<file path="config.mk">
export PLATFORM = sky130hd
export DESIGN_NAME = seq_101x_stream_gen_flat
export DESIGN_NICKNAME = d
export VERILOG_FILES = /design/src/rtl/seq_101x_stream_gen_pkg.sv /design/src/rtl/seq_101x_stream_gen_if.sv /design/src/rtl/seq_101x_stream_gen_bit_cnt_dn.sv /design/src/rtl/seq_101x_stream_gen.sv /design/src/flat_wrapper.sv
export SDC_FILE = /design/constraint.sdc
export NUM_CORES = 1
export LEC_CHECK = 0
export CAP_MARGIN = 20
export CORE_ASPECT_RATIO = 0.7
export CORE_MARGIN = 2
export CORE_UTILIZATION = 26
export DETAILED_ROUTE_END_ITERATION = 10
export PLACE_DENSITY = 0.49
export SLEW_MARGIN = 30
export SYNTH_ARGS = -nofsm -noshare
export SYNTH_HDL_FRONTEND = slang
export SYNTH_HIERARCHICAL = 1
export SYNTH_SLANG_ARGS = --single-unit
</file>
<file path="constraint.sdc">
create_clock -name clk -period 8.2 [get_ports clk]
set_clock_uncertainty 0.15 [all_clocks]
set_input_delay 1.23 -clock clk [delete_from_list [all_inputs] [get_ports clk]]
set_output_delay 1.23 -clock clk [all_outputs]
set_load 0.05 [all_outputs]
</file>
<file path="src/rtl/seq_101x_stream_gen_pkg.sv">
// Shared definitions for the 101X stream generator and the sequence detectors.
// Holds the state encodings, default word width and length-field width.
package seq_det_pkg;

  localparam int DEFAULT_WIDTH = 16;
  localparam int LEN_W         = 5;

  localparam logic [1:0] ST_IDLE  = 2'b00;
  localparam logic [1:0] ST_SHIFT = 2'b01;
  localparam logic [1:0] ST_DONE  = 2'b10;

  // A zero length field stands for a full 16-bit word.
  function automatic logic [LEN_W-1:0] eff_len(input logic [LEN_W-1:0] len);
    return (len == '0) ? LEN_W'(16) : len;
  endfunction

endpackage

</file>
<file path="src/rtl/seq_101x_stream_gen_if.sv">
// Load/stream bundle of the 101X stream generator; master drives requests,
// slave is the generator.
interface seq_101x_stream_gen_if #(parameter int WIDTH = seq_det_pkg::DEFAULT_WIDTH);
  import seq_det_pkg::*;

  logic             load;
  logic [WIDTH-1:0] data;
  logic [LEN_W-1:0] len;
  logic             loop;
  logic             abort;
  logic             ready;
  logic             out;
  logic             out_vld;
  logic             done;
  logic             exp_det;
  logic [1:0]       cs;
  logic [1:0]       ns;

  modport master (
    output load, data, len, loop, abort,
    input  ready, out, out_vld, done, exp_det, cs, ns
  );

  modport slave (
    input  load, data, len, loop, abort,
    output ready, out, out_vld, done, exp_det, cs, ns
  );

endinterface

</file>
<file path="src/rtl/seq_101x_stream_gen_bit_cnt_dn.sv">
// Loadable down-counter tracking the remaining bits of the current pass.
// Saturates at zero; zero flag is combinational.
module bit_cnt_dn
  import seq_det_pkg::*;
(
  input  logic             clk,
  input  logic             rst,
  input  logic             load,
  input  logic [LEN_W-1:0] load_val,
  input  logic             dec,
  output logic [LEN_W-1:0] count,
  output logic             zero
);

  always_ff @(posedge clk) begin
    if (rst)
      count <= '0;
    else if (load)
      count <= load_val;
    else if (dec && !zero)
      count <= count - 1'b1;
  end

  assign zero = (count == '0);

endmodule

</file>
<file path="src/rtl/seq_101x_stream_gen.sv">
// Serializes a held word MSB-first (optionally looping) and raises a Mealy
// flag whenever the emitted stream matches an overlapping 101X pattern.
module seq_101x_stream_gen
  import seq_det_pkg::*;
#(
  parameter int WIDTH = DEFAULT_WIDTH
)(
  input  logic                  clk,
  input  logic                  rst,
  seq_101x_stream_gen_if.slave  bus
);

  logic [1:0]       cs_q;
  logic [1:0]       ns_d;
  logic [WIDTH-1:0] held_word;
  logic [WIDTH-1:0] shift_reg;
  logic [LEN_W-1:0] held_len;
  logic [LEN_W-1:0] load_len;
  logic [LEN_W-1:0] cnt_val;
  logic [LEN_W-1:0] cnt_load_val;
  logic             cnt_zero;
  logic             start_load;
  logic             start_loop;
  logic             out_vld;
  logic             out_bit;
  logic [2:0]       history;

  // The first bit to send sits at the shift register MSB.
  function automatic logic [WIDTH-1:0] align_word(input logic [WIDTH-1:0] w,
                                                  input logic [LEN_W-1:0] n);
    return w << (WIDTH - int'(n));
  endfunction

  assign load_len     = eff_len(bus.len);
  assign start_load   = (cs_q == ST_IDLE) && bus.load;
  assign start_loop   = (cs_q == ST_DONE) && bus.loop && !bus.abort;
  assign cnt_load_val = start_load ? (load_len - 1'b1) : (held_len - 1'b1);

  bit_cnt_dn u_cnt (
    .clk      (clk),
    .rst      (rst),
    .load     (start_load || start_loop),
    .load_val (cnt_load_val),
    .dec      (out_vld),
    .count    (cnt_val),
    .zero     (cnt_zero)
  );

  // Abort has priority over both the end-of-word and the loop decisions.
  always_comb begin
    ns_d = ST_IDLE;
    if (!rst) begin
      case (cs_q)
        ST_IDLE:  ns_d = bus.load ? ST_SHIFT : ST_IDLE;
        ST_SHIFT: ns_d = bus.abort ? ST_IDLE : (cnt_zero ? ST_DONE : ST_SHIFT);
        ST_DONE:  ns_d = (!bus.abort && bus.loop) ? ST_SHIFT : ST_IDLE;
        default:  ns_d = ST_IDLE;
      endcase
    end
  end

  // History survives loop passes and is only cleared by a fresh load.
  always_ff @(posedge clk) begin
    if (rst) begin
      cs_q      <= ST_IDLE;
      held_word <= '0;
      held_len  <= '0;
      shift_reg <= '0;
      history   <= '0;
    end else begin
      cs_q <= ns_d;
      if (start_load) begin
        held_word <= bus.data;
        held_len  <= load_len;
        shift_reg <= align_word(bus.data, load_len);
        history   <= '0;
      end else if (start_loop) begin
        shift_reg <= align_word(held_word, held_len);
      end else if (out_vld) begin
        shift_reg <= shift_reg << 1;
        history   <= {history[1:0], out_bit};
      end
    end
  end

  assign out_vld     = (cs_q == ST_SHIFT);
  assign out_bit     = out_vld & shift_reg[WIDTH-1];
  assign bus.out     = out_bit;
  assign bus.out_vld = out_vld;
  assign bus.done    = (cs_q == ST_DONE);
  assign bus.ready   = (cs_q == ST_IDLE);
  assign bus.exp_det = out_vld && (history == 3'b101);
  assign bus.cs      = cs_q;
  assign bus.ns      = ns_d;

endmodule

</file>
<file path="src/flat_wrapper.sv">
// flat-port wrapper written by rule: the top's interface ports become plain ports
module seq_101x_stream_gen_flat import seq_det_pkg::*;
#(
  parameter int WIDTH = DEFAULT_WIDTH
)
  (clk, rst, bus_load, bus_data, bus_len, bus_loop, bus_abort, bus_ready, bus_out, bus_out_vld, bus_done, bus_exp_det, bus_cs, bus_ns);
  seq_101x_stream_gen_if #(.WIDTH(WIDTH)) bus_i ();
  input  logic clk;
  input  logic rst;
  input wire logic [$bits(bus_i.load)-1:0] bus_load;
  input wire logic [$bits(bus_i.data)-1:0] bus_data;
  input wire logic [$bits(bus_i.len)-1:0] bus_len;
  input wire logic [$bits(bus_i.loop)-1:0] bus_loop;
  input wire logic [$bits(bus_i.abort)-1:0] bus_abort;
  output wire logic [$bits(bus_i.ready)-1:0] bus_ready;
  output wire logic [$bits(bus_i.out)-1:0] bus_out;
  output wire logic [$bits(bus_i.out_vld)-1:0] bus_out_vld;
  output wire logic [$bits(bus_i.done)-1:0] bus_done;
  output wire logic [$bits(bus_i.exp_det)-1:0] bus_exp_det;
  output wire logic [$bits(bus_i.cs)-1:0] bus_cs;
  output wire logic [$bits(bus_i.ns)-1:0] bus_ns;
  assign bus_i.load = bus_load;
  assign bus_i.data = bus_data;
  assign bus_i.len = bus_len;
  assign bus_i.loop = bus_loop;
  assign bus_i.abort = bus_abort;
  assign bus_ready = bus_i.ready;
  assign bus_out = bus_i.out;
  assign bus_out_vld = bus_i.out_vld;
  assign bus_done = bus_i.done;
  assign bus_exp_det = bus_i.exp_det;
  assign bus_cs = bus_i.cs;
  assign bus_ns = bus_i.ns;
  seq_101x_stream_gen #(.WIDTH(WIDTH)) u_core (.clk(clk), .rst(rst), .bus(bus_i));
endmodule
</file>
==> results.sh <==
export IMPL_layout_drive_gt1_share=0.124
export IMPL_worst_pin_slew_ns=0.809
export IMPL_start_kind="input pin"
export IMPL_drc=0
export IMPL_hold_class="reg -> reg"
export IMPL_port_buffers=34
export IMPL_synth_edf_count=0
export IMPL_fin_nets=496
export IMPL_cts_buffers=5
export IMPL_final_setup_viol_count=0
export IMPL_hold_viol_final=0
export IMPL_p_comb_frac=0.341
export IMPL_start_util=0.264
export IMPL_finalPower_uw=770
export IMPL_ir_drop_mv=0.0633
export IMPL_crit_type="in -> out"
export IMPL_wirelength_um=12700
export IMPL_syn_area_um2=3840
export IMPL_cts_buffer_depth=2
export IMPL_drtPass1Iterations=5
export IMPL_yosys_register_bits=47
export IMPL_clock_sinks=47
export IMPL_clk_latency_ns=0.30
export IMPL_setup_slack_ns=3.42
export IMPL_instances_no_fill=662
export IMPL_crit_required_ns=6.82
export IMPL_synthFlopType="dfxtp_1"
export IMPL_path_common_cell="clkdlybuf4s50_1"
export IMPL_drv_slew=0
export IMPL_max_freq_mhz=209
export IMPL_path_clk_slew_ns=0.07
export IMPL_status="complete, no violations"
export IMPL_postCtsResizedCells=0
export IMPL_die_h_um=106
export IMPL_io_pins=35
export IMPL_finalCoreUtilization=0.307
export IMPL_p_switching_uw=269
export IMPL_synth_nets=482
export IMPL_fin_crit_sh=0.583
export IMPL_cts_tree="built"
export IMPL_rsz0062_at_grt="no"
export IMPL_path_cells="clkdlybuf4s50_1 -> nand3b_1 -> a21o_1 -> a221oi_1 -> clkdlybuf4s50_1"
export IMPL_p_seq_frac=0.348
export IMPL_die_area_um2=15800
export IMPL_leakage_uw=0.00160
export IMPL_grt_pass1_vias=3372
export IMPL_clkPwrFrac=0.311
export IMPL_slowest_stage="clkdlybuf4s50_1"
export IMPL_crit_fanout=16
export IMPL_place_congestion=0.919
export IMPL_drt_iter0_drc=286
export IMPL_via_count=3629
export IMPL_grt_pass1_wl_um=19800
export IMPL_async_flop_share=0
export IMPL_grt_max_degree=39
export IMPL_die_width_um=149
export IMPL_yosysSeqAreaShare=0.245
export IMPL_crit_path_end_kind="output pin"
export IMPL_track_usage=0.164
export IMPL_powerDensity_nw_per_um2=172
export IMPL_wl_per_cell_um=19.1
export IMPL_internal_power_uw=501
export IMPL_syn_to_final_growth_pct=16.5
export IMPL_cap_violations=0
export IMPL_synth_area_per_cell_um2=8.50
export IMPL_core_area_um2=14600
export IMPL_ys_types=69
export IMPL_switching_share=0.349
export IMPL_ant_nets=0
export IMPL_hpwl_um=9690
export IMPL_cts_hold_buf=0
export IMPL_period_needed_ns=4.78
export IMPL_slew_headroom=0.461
export IMPL_n_antenna_cell=0
export IMPL_via_per_inst=5.48
export IMPL_h_tree_depth=2
export IMPL_critical_path_max_stage_delay_ns=0.85
export IMPL_cts_root_buf="clkbuf_16"
export IMPL_ys_warn_count=6
export IMPL_cts_setup_buffers=0
export IMPL_syn_instance_count=452
export IMPL_critical_path_arrival_ns=3.40
export IMPL_antenna_found_initial=0
export IMPL_fin_setup_tns_ns=0
export IMPL_pre_cts_ws_ns=3.43
export IMPL_overflow=0
export IMPL_place_inst=652
export IMPL_placementRows=37
-- worst max-delay path, delay by kind of cell --
family	cells	cell delay [ns]
buf+inv	2	1.32
simple gates	1	0.18
compound gates	2	0.66
-- area by class of cell --
type / instances / area (um2)
fill: 1573 / 10100
multi-input combinational: 355 / 2660
sequential: 47 / 941
timing repair buffer: 41 / 400
tap: 195 / 244
clock buffer: 5 / 125
inverter: 16 / 60.1
clock inverter: 3 / 47.5
-- placed cells by master (no fill, tap or decap), types with 4 or more instances in the layout --
| cell type | netlist | layout |
|---|---|---|
| a22oi_1 | 6 | 6 |
| o211a_1 | 5 | 5 |
| o211ai_1 | 4 | 4 |
| mux2i_1 | 31 | 31 |
| a21oi_1 | 29 | 29 |
| clkdlybuf4s50_1 | 0 | 34 |
| a31oi_1 | 13 | 13 |
| nand2_1 | 65 | 65 |
| mux4_1 | 4 | 4 |
| a221oi_1 | 4 | 4 |
| clkbuf_16 | 0 | 5 |
| dfxtp_1 | 47 | 47 |
| mux2_2 | 13 | 13 |
| nor2_1 | 31 | 31 |
| xor2_1 | 4 | 4 |
| nand3_1 | 5 | 5 |
| o21ai_0 | 27 | 27 |
| buf_4 | 2 | 5 |
| a21o_1 | 4 | 4 |
| mux4_2 | 15 | 15 |
| ha_1 | 4 | 4 |
| and3_1 | 4 | 4 |
| nor3_1 | 12 | 12 |
| inv_1 | 15 | 15 |
| nand2b_1 | 11 | 11 |
| a211oi_1 | 4 | 4 |
-- stage by stage --
stage                     cell area, um2  hold slack [ns]
after global routing                4480            0.380
after detailed placement            4280            0.322
after global placement              4270            0.313
after CTS                           4450            0.332
after floorplan                     3840            0.284
final                               4480            0.334
-- cell families (layout without fill, tap and decap cells) --
logic type                 count (synthesis)  count (layout)  synth area share
muxes                                     63              63             0.234
DFF                                       47              47             0.245
buffers and inverters                     50              65            0.0667
AOI/OAI and AO/OA                        122             122             0.216
and+or+nand+nor                          157             157             0.198
xor gates and xnor gates                   9               9            0.0273
adders and majority gates                  4               4            0.0130
-- synth_stat cells, types with 5 or more instances --
master	number	area share
nand2_1	65	0.063
nor2_1	31	0.030
mux2i_1	31	0.081
a21oi_1	29	0.038
inv_1	15	0.015
a31oi_1	13	0.021
mux4_2	15	0.088
clkbuf_1	15	0.015
a22oi_1	6	0.012
nand2b_1	11	0.018
nand3_1	5	0.0065
buf_2	9	0.012
nor3_1	12	0.016
o21ai_0	27	0.035
mux2_2	13	0.038
o211a_1	5	0.013
dfxtp_1	47	0.24
-- final timing paths --
path / end / from / cells past startpoint / slack, ns
setup / recovery: bus_ns[0] / bus_abort / 5 / 3.42
hold / removal: u_core/held_word[11]$_SDFFE_PP0P_ / u_core/held_word[11]$_SDFFE_PP0P_ / 2 / 0.33
setup reg to reg: u_core/shift_reg[15]$_SDFFE_PP0P_ / u_core/held_len[0]$_SDFFE_PP0P_ / 8 / 4.40
hold reg to reg: u_core/held_word[11]$_SDFFE_PP0P_ / u_core/held_word[11]$_SDFFE_PP0P_ / 2 / 0.33
-- per-layer routing --
| metal | wire, um | part of all wire | track usage | up-vias |
|---|---|---|---|---|
| li1 | - | - | - | 1712 |
| met1 | 6970 | 0.55 | 0.264 | 1782 |
| met2 | 4760 | 0.38 | 0.216 | 125 |
| met3 | 813 | 0.064 | 0.0351 | 10 |
| met4 | 123 | 0.0097 | 0.0354 | 0 |
| met5 | 0 | 0 | 0 | - |
-- power groups by stage --
| stage | logic (uW) | clock network, uW | registers, uW |
|---|---|---|---|
| final | 262 | 240 | 268 |
| after global routing | 284 | 251 | 271 |
| after CTS | 257 | 244 | 267 |
| after detailed placement | 256 | 0 | 272 |
| after global placement | 254 | 0 | 272 |
| after floorplan | 190 | 0 | 265 |
No activity file was read; power rests on OpenSTA's default activity.
